[config.mk]
export PLATFORM = sky130hd
export DESIGN_NAME = uart_tx_sched
export DESIGN_NICKNAME = d
export VERILOG_FILES = /design/src/rtl/uart_tx_sched.sv
export SDC_FILE = /design/constraint.sdc
export NUM_CORES = 1
export LEC_CHECK = 0
export CAP_MARGIN = 20
export CELL_PAD_IN_SITES_DETAIL_PLACEMENT = 0
export CELL_PAD_IN_SITES_GLOBAL_PLACEMENT = 1
export CORE_AREA = 2 2 83 125
export CTS_BUF_LIST = sky130_fd_sc_hd__clkbuf_4 sky130_fd_sc_hd__clkbuf_8
export CTS_CLUSTER_DIAMETER = 40
export DETAILED_ROUTE_END_ITERATION = 7
export DIE_AREA = 0 0 85 127
export GPL_ROUTABILITY_DRIVEN = 0
export PLACE_DENSITY = 0.82
export REMOVE_ABC_BUFFERS = 1
export SYNTH_ARGS = -nofsm -noshare
export SYNTH_HDL_FRONTEND = slang
export SYNTH_SLANG_ARGS = --single-unit
[constraint.sdc]
create_clock -name clk -period 2.36 [get_ports clk]
set_input_delay 0.236 -clock clk [delete_from_list [all_inputs] [get_ports clk]]
set_output_delay 0.236 -clock clk [all_outputs]
set_load 0.02 [all_outputs]
[src/rtl/uart_tx_sched.sv]
// uart_tx_sched: TX ring-buffer scheduler feeding uart_tx, with a one-shot 0xAA load beacon
module uart_tx_sched #(
  parameter int ADDR_W = 11,
  parameter int RD_LAT = 2
) (
  input  logic              clk,
  input  logic              rst,
  input  logic [2:0]        mode,
  input  logic              push,
  input  logic [7:0]        push_data,
  output logic              push_ready,
  output logic              bram_we,
  output logic [ADDR_W-1:0] bram_waddr,
  output logic [7:0]        bram_wdata,
  output logic [ADDR_W-1:0] bram_raddr,
  input  logic [7:0]        bram_rdata,
  output logic [7:0]        tx_data,
  output logic              tx_start,
  input  logic              tx_busy,
  output logic              aa_sent,
  output logic [ADDR_W-1:0] level
);
  typedef enum logic [2:0] {IDLE, BEACON, READ, LAUNCH, HOLD, DRAIN} state_t;
  state_t state, state_nx;
  logic [ADDR_W-1:0] top, bot;
  logic [2:0] cnt;
  logic beacon, empty, full, pop;
  assign empty = top == bot;
  assign full = ADDR_W'(top + 1'b1) == bot;
  assign push_ready = !full;
  assign bram_we = push && !full;
  assign bram_waddr = top;
  assign bram_wdata = push_data;
  assign level = top - bot;
  assign pop = state == IDLE && state_nx == READ;
  always_comb begin
    state_nx = state;
    case (state)
      IDLE:    state_nx = mode == 3'd1 && !aa_sent ? BEACON :
                          mode != 3'd1 && !empty && !tx_busy ? READ : IDLE;
      BEACON:  state_nx = LAUNCH;
      READ:    state_nx = cnt == 3'(RD_LAT + 1) ? LAUNCH : READ;
      LAUNCH:  state_nx = HOLD;
      HOLD:    state_nx = DRAIN;
      DRAIN:   state_nx = tx_busy ? DRAIN : IDLE;
      default: state_nx = IDLE;
    endcase
  end
  always_ff @(posedge clk) begin
    if (rst) begin
      state      <= IDLE;
      top        <= '0;
      bot        <= '0;
      cnt        <= '0;
      beacon     <= 1'b0;
      bram_raddr <= '0;
      tx_data    <= 8'h00;
      tx_start   <= 1'b0;
      aa_sent    <= 1'b0;
    end else begin
      state    <= state_nx;
      tx_start <= state_nx == LAUNCH;
      cnt      <= state == READ ? cnt + 3'd1 : 3'd0;
      if (bram_we) top <= top + 1'b1;
      if (pop) begin
        bot        <= bot + 1'b1;
        bram_raddr <= bot;
      end
      if (state == IDLE) beacon <= state_nx == BEACON;
      if (state == IDLE && state_nx == BEACON) tx_data <= 8'hAA;
      if (state == READ && state_nx == LAUNCH) tx_data <= bram_rdata;
      if (state == DRAIN && !tx_busy && beacon) aa_sent <= 1'b1;
    end
  end
endmodule
==> flow_metrics.py <==
metrics = {
    "run_status": {
        "status": "finished with violations",
        "violations": "negative setup slack",
    },
    "grt": {
        "antenna_found_initial": 0,
        "gr-usage-all-layers": 0.179,
        "overflow": 0,
        "grt_max_degree": 23,
        "grt_pass1_wl_um": 15700,
        "first_global_vias": 3290,
    },
    "placement": {
        "placedCellCount": 615,
        "port_buffers": 59,
        "hpwlAfterDp_um": 7300,
        "place_area_mm2": 0.00439,
    },
    "min_path": {
        "holdPathStages": 2,
        "min_from": "rst",
        "min_to": "bram_raddr[3]",
        "hp-class": "in -> reg",
    },
    "finish": {
        "fin_area_mm2": 0.00483,
        "final_common_cell": "buf_4",
        "syn_to_final_growth_pct": 48.1,
        "final_cell_mix": "buf_4, clkdlybuf4s50_1, dfxtp_1",
        "layout-drive-gt1-share": 0.317,
        "stdcell_count": 633,
        "antennaDiodeCount": 0,
        "multi_input_area_mm2": 0.00225,
        "register_area_mm2": 0.00102,
        "nets": 555,
        "fillCellCount": 895,
    },
    "synth": {
        "netlist.area_leader.share": 0.307,
        "yosysSeqAreaShare": 0.307,
        "synth_cells": 399,
        "post-synth-top-area-cell": "dfxtp_1",
        "avgSynthCellArea_um2": 8.17,
        "synth.distinct_cells": 58,
        "synth_warnings": 0,
        "ys_top_cells_by_area": "dfxtp_1, mux2i_1, ha_1",
        "mappedNetlistArea_mm2": 0.00326,
        "synth_flop_cell": "dfxtp_1",
        "async_reset_ff_frac": 0,
        "synth-seq-cells": 50,
        "synth-edff-count": 0,
    },
    "clock_network": {
        "clk_pin_slew_ns": 0.10,
        "cts_max_path_buffers": 2,
        "cts-buffers-inserted": 5,
        "insertion_delay_ns": 0.32,
        "h-tree-depth": 2,
        "ctsRootBufferMaster": "clkbuf_8",
        "clock_sinks": 50,
        "cts_tree": "built",
        "holdBufCountCts": 0,
    },
    "worst_setup_path": {
        "regToRegEndpoint": "bram_waddr[1]",
        "path_delay_family": "compound AO/OA/AOI/OAI gates",
        "reg2reg_setup_slack_ns": 0.08,
        "endpoint_kind": "primary output",
        "crit_slowest_cell": "dfxtp_2",
        "crit_required_ns": 2.12,
        "cp_max_fo": 2,
        "slowest_delay_ns": 0.35,
        "cp-start-kind": "register",
        "crit_buf_inv": 2,
        "arrival_ns": 2.27,
        "worst-r2r-cell-count": 11,
        "critPathKind": "reg -> out",
        "r2r-start": "bram_waddr[0]",
        "worstPathCellList": "inv_2, ha_4, fa_2, nor2b_2, o21ai_2, a21oi_2, o31a_1, nor4_2, a311o_1, buf_6",
    },
    "timing": {
        "finalClockSkew_ns": 0.00924,
        "worst_slew_pin_slew_ns": 0.614,
        "final_hold_viol_count": 0,
        "slew_headroom": 0.590,
        "max_freq_mhz": 399,
        "post-route-min-period_ns": 2.50,
        "post-route-period-util": 1.06,
        "setup_slack_ns": -0.143,
        "slew_violations": 0,
        "grt_setup_unrepaired": "true",
        "holdWs_ns": 0.266,
        "final.setup.tns_ns": -0.202,
        "final-setup-viol-count": 2,
    },
    "drt": {
        "drc": 0,
        "first_pass_iters": 6,
        "antenna_left": 0,
        "drtIter0Drc": 144,
        "wl_um": 9730,
        "vias": 3360,
        "post_drt_wl_per_cell_um": 15.4,
        "viasPerCell": 5.31,
    },
    "die": {
        "fp.dieW_um": 85,
        "ioPinCount": 76,
        "start_util": 0.338,
        "die_area_mm2": 0.0108,
        "core-area_mm2": 0.00963,
        "rows": 44,
        "dieHeight_um": 127,
    },
    "power_and_ir_drop": {
        "power.leakage_nw": 1.94,
        "ir_worst_vdd_v": 0.000440,
        "p_per_area_mw_per_mm2": 708,
        "finalPower_mw": 3.41,
    },
    "job": {
        "drv_cap": 0,
    },
}
-- registers in the layout, summed over array words and instances, names as in the netlist --
register    cells
aa_sent         1
bot            11
tx_start        1
beacon          1
cnt             3
bram_raddr     11
bram_waddr     11
state           3
tx_data         8
-- synthesized netlist by cell type, types with 10 or more instances --
master and count:
a21oi_1 25, clkbuf_1 15, dfxtp_1 50, ha_1 14, inv_1 21, mux2i_1 23
nand2_1 32, nand3_1 10, nand4_1 12, nor2_1 37, nor3_1 11, nor4_1 11
xnor2_1 16
-- metrics by stage --
step	util	worst slack [ns]
global placement	0.455	-0.383
floorplan	-	-0.298
global route	0.501	-0.243
detailed placement	0.455	-0.406
CTS	0.479	-0.249
finish	0.501	-0.143
-- per-layer routing --
layer | GRT usage | wire length, um | up-vias
li1 | - | - | 1662
met1 | 0.199 | 3990 | 1614
met2 | 0.324 | 5230 | 69
met3 | 0.0336 | 266 | 15
met4 | 0.0822 | 245 | 0
met5 | 0 | 0 | -
-- timing repair --
item / in CTS / in global routing
endpoints found under the setup margin: 14 / 30
pin swaps: 20 / 16
setup buffers: 4 / 6
gates resized for setup: 72 / 35
-- power breakdown --
group	internal (mW)	leakage (nW)	switching, mW
clock network	0.242	0.0478	0.317
registers	0.902	0.410	0.0538
logic	0.960	1.48	0.940
-- layout make-up --
cell class	count	share of cell area
clock buffers	6	0.0171
flip-flops and latches	50	0.211
repair buffers	145	0.255
inverters	23	0.0179
well taps	115	0.0298
multi-input cells	292	0.466
clock inverters	2	0.00337
-- logic make-up (layout without fill, tap and decap cells) --
family,Yosys count,after routing,synth area share
compound gates,74,74,0.156
xor+xnor,25,25,0.0695
flops,50,50,0.307
buf+inv,57,176,0.0826
fa+ha+maj,15,15,0.0599
mux,23,23,0.0707
simple gates,155,155,0.254
-- worst max-delay path by stage --
stage / from / end / slack [ns] / depth (start not counted)
after floorplan: bram_waddr[2] / bram_we / -0.30 / 5
after global placement: bram_waddr[0] / level[10] / -0.38 / 10
after detailed placement: bram_waddr[0] / level[10] / -0.41 / 10
after CTS: bram_waddr[0] / level[10] / -0.25 / 10
after global routing: bram_waddr[0] / level[10] / -0.24 / 10
final: bram_waddr[0] / level[10] / -0.14 / 10
No activity file was read; power rests on OpenSTA's default activity.
